## config.mk

```make
export PLATFORM = sky130hd
export DESIGN_NAME = piso_out_ctrl_flat
export DESIGN_NICKNAME = d
export VERILOG_FILES = /design/src/rtl/piso_out_ctrl_if.sv /design/src/rtl/piso_out_ctrl.sv /design/src/flat_wrapper.sv
export SDC_FILE = /design/constraint.sdc
export NUM_CORES = 1
export LEC_CHECK = 0
export CAP_MARGIN = 5
export CORE_MARGIN = 4
export CORE_UTILIZATION = 25
export DETAILED_ROUTE_END_ITERATION = 8
export GPL_ROUTABILITY_DRIVEN = 0
export HOLD_SLACK_MARGIN = 0.05
export MAX_ROUTING_LAYER = met4
export SYNTH_ARGS = -nofsm -noshare
export SYNTH_HDL_FRONTEND = slang
export SYNTH_SLANG_ARGS = --single-unit
```

## constraint.sdc

```tcl
create_clock -name CLKEXT -period 1.8 [get_ports CLKEXT]
set_clock_uncertainty 0.05 [all_clocks]
set_input_delay 0.36 -clock CLKEXT [delete_from_list [all_inputs] [get_ports CLKEXT]]
set_output_delay 0.36 -clock CLKEXT [all_outputs]
set_load 0.02 [all_outputs]
```

## src/rtl/piso_out_ctrl_if.sv

```systemverilog
// Handshake and PISO-control bundle between piso_out_ctrl, the output PISO,
// the external host and the NPU top-level sequencer.
interface piso_out_ctrl_if;
  logic       START;
  logic       ABORT;
  logic       DOUT_READY;
  logic       EN_PISO_OUT;
  logic       SHIFT_OUT;
  logic       CLR_PISO_OUT;
  logic       DOUT_VALID;
  logic       DOUT_LAST;
  logic [3:0] BYTE_IDX;
  logic       BUSY;
  logic       DONE;

  modport master (
    input  START, ABORT, DOUT_READY,
    output EN_PISO_OUT, SHIFT_OUT, CLR_PISO_OUT,
           DOUT_VALID, DOUT_LAST, BYTE_IDX, BUSY, DONE
  );

  modport slave (
    output START, ABORT, DOUT_READY,
    input  EN_PISO_OUT, SHIFT_OUT, CLR_PISO_OUT,
           DOUT_VALID, DOUT_LAST, BYTE_IDX, BUSY, DONE
  );
endinterface

```

## src/rtl/piso_out_ctrl.sv

```systemverilog
// Sequencer for the output PISO: loads the MAC/ReLU results, then paces the
// D_OUT bytes to the host over valid/ready and signals frame completion.
module piso_out_ctrl #(
  parameter int NUM_BYTES   = 4,
  parameter bit CLR_ON_DONE = 1'b1
) (
  input logic             CLKEXT,
  input logic             RST_GLO,
  piso_out_ctrl_if.master bus
);

  localparam logic [3:0] LAST_IDX = 4'(NUM_BYTES - 1);

  typedef enum logic [2:0] {
    IDLE,
    LOAD,
    SHIFT,
    PRESENT,
    FINISH,
    ABORT_ST
  } state_t;

  state_t     state, state_nxt;
  logic [3:0] byte_cnt, byte_cnt_nxt;
  logic       is_last;

  assign is_last = (byte_cnt == LAST_IDX);

  always_ff @(posedge CLKEXT) begin
    if (RST_GLO) begin
      state    <= IDLE;
      byte_cnt <= '0;
    end else begin
      state    <= state_nxt;
      byte_cnt <= byte_cnt_nxt;
    end
  end

  // Outputs depend only on state and byte_cnt, so no input reaches an output combinationally.
  always_comb begin
    state_nxt        = state;
    byte_cnt_nxt     = byte_cnt;
    bus.EN_PISO_OUT  = 1'b0;
    bus.SHIFT_OUT    = 1'b0;
    bus.CLR_PISO_OUT = 1'b0;
    bus.DOUT_VALID   = 1'b0;
    bus.DOUT_LAST    = 1'b0;
    bus.BYTE_IDX     = '0;
    bus.BUSY         = 1'b1;
    bus.DONE         = 1'b0;

    case (state)
      IDLE: begin
        bus.BUSY = 1'b0;
        if (bus.START && !bus.ABORT) begin
          state_nxt    = LOAD;
          byte_cnt_nxt = '0;
        end
      end

      LOAD: begin
        bus.EN_PISO_OUT = 1'b1;
        state_nxt       = bus.ABORT ? ABORT_ST : SHIFT;
      end

      SHIFT: begin
        bus.EN_PISO_OUT = 1'b1;
        bus.SHIFT_OUT   = 1'b1;
        state_nxt       = bus.ABORT ? ABORT_ST : PRESENT;
      end

      PRESENT: begin
        bus.DOUT_VALID = 1'b1;
        bus.DOUT_LAST  = is_last;
        bus.BYTE_IDX   = byte_cnt;
        if (bus.ABORT) begin
          state_nxt = ABORT_ST;
        end else if (bus.DOUT_READY) begin
          if (is_last) begin
            state_nxt = FINISH;
          end else begin
            state_nxt    = SHIFT;
            byte_cnt_nxt = byte_cnt + 4'd1;
          end
        end
      end

      FINISH: begin
        bus.DONE         = 1'b1;
        bus.CLR_PISO_OUT = CLR_ON_DONE;
        state_nxt        = IDLE;
      end

      ABORT_ST: begin
        bus.CLR_PISO_OUT = 1'b1;
        state_nxt        = IDLE;
      end

      default: begin
        bus.BUSY  = 1'b0;
        state_nxt = IDLE;
      end
    endcase
  end

endmodule

```

## src/flat_wrapper.sv

```systemverilog
// flat-port wrapper written by rule: the top's interface ports become plain ports
module piso_out_ctrl_flat 
#(
  parameter int NUM_BYTES   = 4,
  parameter bit CLR_ON_DONE = 1'b1
)
  (CLKEXT, RST_GLO, bus_START, bus_ABORT, bus_DOUT_READY, bus_EN_PISO_OUT, bus_SHIFT_OUT, bus_CLR_PISO_OUT, bus_DOUT_VALID, bus_DOUT_LAST, bus_BYTE_IDX, bus_BUSY, bus_DONE);
  piso_out_ctrl_if bus_i ();
  input logic CLKEXT;
  input logic RST_GLO;
  input wire logic [$bits(bus_i.START)-1:0] bus_START;
  input wire logic [$bits(bus_i.ABORT)-1:0] bus_ABORT;
  input wire logic [$bits(bus_i.DOUT_READY)-1:0] bus_DOUT_READY;
  output wire logic [$bits(bus_i.EN_PISO_OUT)-1:0] bus_EN_PISO_OUT;
  output wire logic [$bits(bus_i.SHIFT_OUT)-1:0] bus_SHIFT_OUT;
  output wire logic [$bits(bus_i.CLR_PISO_OUT)-1:0] bus_CLR_PISO_OUT;
  output wire logic [$bits(bus_i.DOUT_VALID)-1:0] bus_DOUT_VALID;
  output wire logic [$bits(bus_i.DOUT_LAST)-1:0] bus_DOUT_LAST;
  output wire logic [$bits(bus_i.BYTE_IDX)-1:0] bus_BYTE_IDX;
  output wire logic [$bits(bus_i.BUSY)-1:0] bus_BUSY;
  output wire logic [$bits(bus_i.DONE)-1:0] bus_DONE;
  assign bus_i.START = bus_START;
  assign bus_i.ABORT = bus_ABORT;
  assign bus_i.DOUT_READY = bus_DOUT_READY;
  assign bus_EN_PISO_OUT = bus_i.EN_PISO_OUT;
  assign bus_SHIFT_OUT = bus_i.SHIFT_OUT;
  assign bus_CLR_PISO_OUT = bus_i.CLR_PISO_OUT;
  assign bus_DOUT_VALID = bus_i.DOUT_VALID;
  assign bus_DOUT_LAST = bus_i.DOUT_LAST;
  assign bus_BYTE_IDX = bus_i.BYTE_IDX;
  assign bus_BUSY = bus_i.BUSY;
  assign bus_DONE = bus_i.DONE;
  piso_out_ctrl #(.NUM_BYTES(NUM_BYTES), .CLR_ON_DONE(CLR_ON_DONE)) u_core (.CLKEXT(CLKEXT), .RST_GLO(RST_GLO), .bus(bus_i));
endmodule
```

* After elaboration in Yosys (flattened, before gate mapping)
Cells that the tools add are included.
** Cells by class
- $add $sub $neg :: 1
- Eq/ne operators :: 11
- Multiplexer cells :: 20
- Reduce and logical (&&, ||, !) cells :: 9
** Operator list (number)
- 4-bit 2-to-1 mux :: 5
- 3-bit 2-to-1 mux :: 6
- 3-bit one-hot mux with 4 select lines :: 1
- 4-bit one-hot mux with 2 select lines :: 1
- 1-bit 2-to-1 mux :: 7
- 3-bit by 2-bit equality test with 1-bit output (second input constant) :: 2
- 3-bit equality test (second input constant) :: 2
- 2-bit inequality test (second input constant) :: 3
- 5-bit AND reduction :: 1
- 5-bit OR reduction :: 1
- 4-bit by 1-bit adder with 4-bit output (second input constant) :: 1
- 4-bit by 2-bit equality test with 1-bit output (second input constant) :: 1
- 2-bit OR reduction :: 2
- 3-bit by 1-bit equality test with 1-bit output (second input constant) :: 1
- 3-bit logical NOT :: 1
- 3-bit inequality test (second input constant) :: 1
- 2-bit by 1-bit inequality test with 1-bit output (second input constant) :: 1
- 2-bit AND reduction :: 1
- 2-bit nonzero test :: 1
- 1-bit logical AND :: 1
- 1-bit logical NOT :: 1
** Storage, ports and cells
- Bits in registers :: 7
- Bits of input ports :: 5
- Output and inout bits :: 11

* Longest topological paths before layout
- Depth after elaboration :: 5
- Gate-level depth with buffers :: 6
- Depth with buffers taken out :: 5

* Worst setup path before layout
No wires, ideal clock.
- Path kind :: reg-to-reg
- Start point :: reg u_core.byte_cnt[0]
- End point :: reg u_core.byte_cnt[1]
- Setup time :: 70 ps
- Arrival time :: 1691 ps
- Required time :: 1680 ps
- Setup slack :: -10 ps
- Cell stages (with the launch flop) :: 7
- Buffers on the path :: 1
- Clock period less this slack :: 1810 ps
- Cell sequence :: dfxtp_1 > ha_1 > and4bb_1 > nor2b_1 > buf_2 > or4_1 > a21oi_1
** Between the ends
- Longest elaborated chain between the ends :: 5
** RTL lines
- start, declared :: line piso_out_ctrl.sv:24 : logic [3:0] byte_cnt, byte_cnt_nxt;
- start signal, assigned :: line piso_out_ctrl.sv:35 : byte_cnt <= byte_cnt_nxt;
- 4-bit by 1-bit adder with 4-bit output :: line piso_out_ctrl.sv:83 : byte_cnt_nxt = byte_cnt + 4'd1;
- 4-bit 2-to-1 mux :: line piso_out_ctrl.sv:79 : if (is_last) begin
- 4-bit 2-to-1 mux :: line piso_out_ctrl.sv:78 : end else if (bus.DOUT_READY) begin
- 4-bit 2-to-1 mux :: line piso_out_ctrl.sv:76 : if (bus.ABORT) begin
- 4-bit one-hot mux with 2 select lines :: line piso_out_ctrl.sv:52 : case (state)
Parallel ways exist; a longest one is shown, timed or not. The select of a mux whose other input is x is not followed.
A chain may end at the register's enable or synchronous reset.

* Worst setup path in the final report
Same ends and word-level chain as after synthesis.

==> key figures <==
STA
  – Final Hold Fails: 0
  – Max Fclk: 559.3 MHz
  – Setup TNS: 0 ns
  – Slew @ Worst Pin: 0.3656 ns
  – Slew margin rel.: 75.00%
  – Final period util: 99.33%
  – Final slew viol count: 0
  – Final setup vio count: 0
  – Post-layout min period: 1.788 ns
  – Setup repair after global routing missed its margin: true

Drt
  – Final WL: 1.432 mm
  – Routed len/inst: 11.83 um
  – Vias: 600
  – Drc violations: 0
  – Initial DRC Count: 8
  – Vias per cell: 4.959
  – Initial DRT Pass Iterations: 4
  – Detail Route Antenna Nets: 0

Synthesis
  – Syn avg cell area: 7.944 um^2
  – Synth cell types: 31
  – Syn Std Cell Area: 500.5 um^2
  – Synthesized instance count: 63
  – Seq cells post-synth: 7
  – Yosys warning total: 0
  – Synth area leader: dfxtp_1
  – Synth top area share: 28.00%
  – Syn Nets: 69
  – Seq/Total Area, Yosys: 28.00%
  – Top cells by area, synth: dfxtp_1 28%, nand2b_1 6.3%, nor2_1 6.0%

Die
  – Core Area: 1802 um^2
  – Die area: 2782 um^2
  – FP Rows: 15
  – Die Span Y: 52.74 um
  – DIE WIDTH: 52.74 um
  – Top-level I/O count: 16
  – Starting Density: 27.78%

Pwr
  – Net switching power: 0.1095 mW
  – IR drop worst, VDD: 0.2639 mV
  – LEAKAGE: 0.3584 nW
  – Pwr Total: 0.3983 mW
  – Sw frac: 27.49%
  – Flop pwr share: 40.1%
  – Total internal power: 0.2888 mW
  – Cell area power density: 478.7 nW/um^2
  – Clock group share of total power: 37.1%
  – Combinational power share: 22.8%

Placed design
  – Dpl cells: 117
  – Port Buf Inserts: 15
  – Dpl hpwl: 1.071 mm
  – Placed cell area: 792.0 um^2

Final layout
  – Final-stage net count: 103
  – Final instance area: 832.0 um^2
  – Layout Utilization: 46.18%
  – Fin cells: 121
  – N_diodes: 0
  – FILL cells: 198
  – Share of post-route cells with drive strength above 1: 32.29%
  – Synthesis-to-finish area growth: 66.25%

GRT
  – Global Route met1 Usage: 13.64%
  – Number of global-route vias before repair: 569
  – First-pass GRT wire length: 2.346 mm
  – Initial antenna violation count: 0
  – Met2 usage: 16.74%
  – Grt ovf: 0
  – Met3 Use GR: 3.989%
  – GRT busiest layer: met2
  – Largest net degree at the start of global routing: 9
  – All-layer global routing usage: 11.96%

Clocking
  – CTS Root Cell: clkbuf_4
  – Skew-Pair Late Insertion Delay: 0.26 ns
  – Worst-path clk slew: 0.06 ns
  – CTS tree: yes
  – Max Buffers Root-to-Sink: 2
  – Hold_buf cts: 0
  – CTS Buf Count: 3
  – Postcts setup bufs: 0
  – Clock sink count: 7
  – H-tree depth: 1

Run status
  – Status: finished, final reports clean

Worst setup path
  – Worst-path maximum fanout: 6
  – Critical-path top delay cell: or4_4
  – CP startpoint kind: register
  – CP required: 1.94 ns
  – CP cell instances: ha_2 > and4bb_1 > nor2b_1 > buf_4 > or4_4 > a21oi_2
  – Critical Path AT: 1.93 ns
  – CP max stage delay: 0.53 ns
  – Crit end category: register
  – Crit path kind: register to register

Min path
  – HP Class: register to register

Flow run
  – Max Cap Viol: 0
-- per-layer routing --
metal	vias to the layer above	wire (um)
met3	6	116
met4	0	46
met1	274	648
met2	25	621
met5	-	0
li1	295	-
-- registers in the layout, indices dropped and copies added (netlist names) --
| register | flops |
|---|---|
| u_core.byte_cnt | 4 |
| u_core.state | 3 |
-- path summary, 6_finish.rpt --
path | from | depth (start not counted) | slack, ns | endpoint
setup / recovery | u_core.byte_cnt[0] | 6 | 0.01 | u_core.byte_cnt[1]
hold / removal | u_core.byte_cnt[2] | 3 | 0.55 | u_core.byte_cnt[2]
setup reg to reg | u_core.byte_cnt[0] | 6 | 0.01 | u_core.byte_cnt[1]
hold reg to reg | u_core.byte_cnt[2] | 3 | 0.55 | u_core.byte_cnt[2]
-- repair_timing --
action / CTS / global route
pin swaps: 3 / 1
resized for setup: 18 / 11
setup endpoints to repair: 15 / 9
-- worst max-delay path, delay by kind of cell, from the launching register on --
| family | cells | cell delay [ns] |
|---|---|---|
| compound gates | 1 | 0.12 |
| flops | 1 | 0.31 |
| simple gates | 3 | 0.89 |
| fa+ha+maj | 1 | 0.19 |
| buf+inv | 1 | 0.15 |
-- kinds of logic (layout without fill, tap and decap cells) --
logic type,count (synthesis),in the layout,share of synthesized area (%)
AO/OA/AOI/OAI,15,15,20.75
XOR/XNOR,1,1,1.750
adder cells (fa/ha/maj),1,1,2.500
buffers and inverters,5,38,5.748
AND/OR/NAND/NOR,34,34,41.25
flip-flops,7,7,28.00
-- cells in the final DEF (no fill, tap or decap), types with 2 or more instances in the layout --
| cell | n |
|---|---|
| nor2_1 | 8 |
| nand2_1 | 2 |
| dlygate4sd2_1 | 5 |
| o31ai_1 | 3 |
| nand3_1 | 3 |
| clkbuf_4 | 3 |
| clkdlybuf4s15_1 | 5 |
| nand2b_1 | 5 |
| a21oi_1 | 4 |
| clkdlybuf4s50_1 | 3 |
| and2_1 | 4 |
| nor2b_1 | 2 |
| o21ai_0 | 2 |
| buf_4 | 18 |
| dfxtp_1 | 7 |
-- synth_stat cells --
cell and n:
a2111oi_0 1, a2111oi_2 1, a211oi_1 1, a21oi_1 5
a31oi_1 1, and2_1 4, and2_4 1, and3b_1 1
and4bb_1 1, buf_2 2, buf_6 1, clkbuf_1 1
dfxtp_1 7, ha_1 1, inv_1 1, nand2_1 2
nand2b_1 5, nand3_1 3, nand3b_1 1, nor2_1 8
nor2b_1 2, nor3_1 1, nor3b_1 1, nor4bb_1 1
o21ai_0 2, o31ai_1 3, o41ai_1 1, or2_2 1
or3b_4 1, or4_1 1, xnor2_1 1
-- stage by stage --
stage                     hold slack (ns)  setup WS [ns]
final                              0.5462        0.01212
after global routing               0.5732       -0.03926
after CTS                          0.5494       0.007686
after detailed placement           0.5422        -0.3645
after global placement             0.5430        -0.3315
after floorplan                    0.3791       0.003809
-- final cells by class --
| type | instances | area [um^2] | area share (%) |
|---|---|---|---|
| clock buffer | 4 | 26.28 | 3.158 |
| inverter | 1 | 3.754 | 0.4511 |
| multi-input combinational | 51 | 355.3 | 42.71 |
| sequential | 7 | 140.1 | 16.84 |
| tap | 25 | 31.28 | 3.759 |
| timing repair buffer | 33 | 275.3 | 33.08 |
-- power by group through the flow --
| stage | registers (mW) | clock network, mW | logic, mW |
|---|---|---|---|
| after detailed placement | 0.163 | 0 | 0.0919 |
| after global routing | 0.160 | 0.163 | 0.0985 |
| after CTS | 0.160 | 0.155 | 0.0885 |
| after floorplan | 0.162 | 0 | 0.0450 |
| final | 0.160 | 0.148 | 0.0907 |
| after global placement | 0.163 | 0 | 0.0913 |
Power figures use the tool's default switching activity.
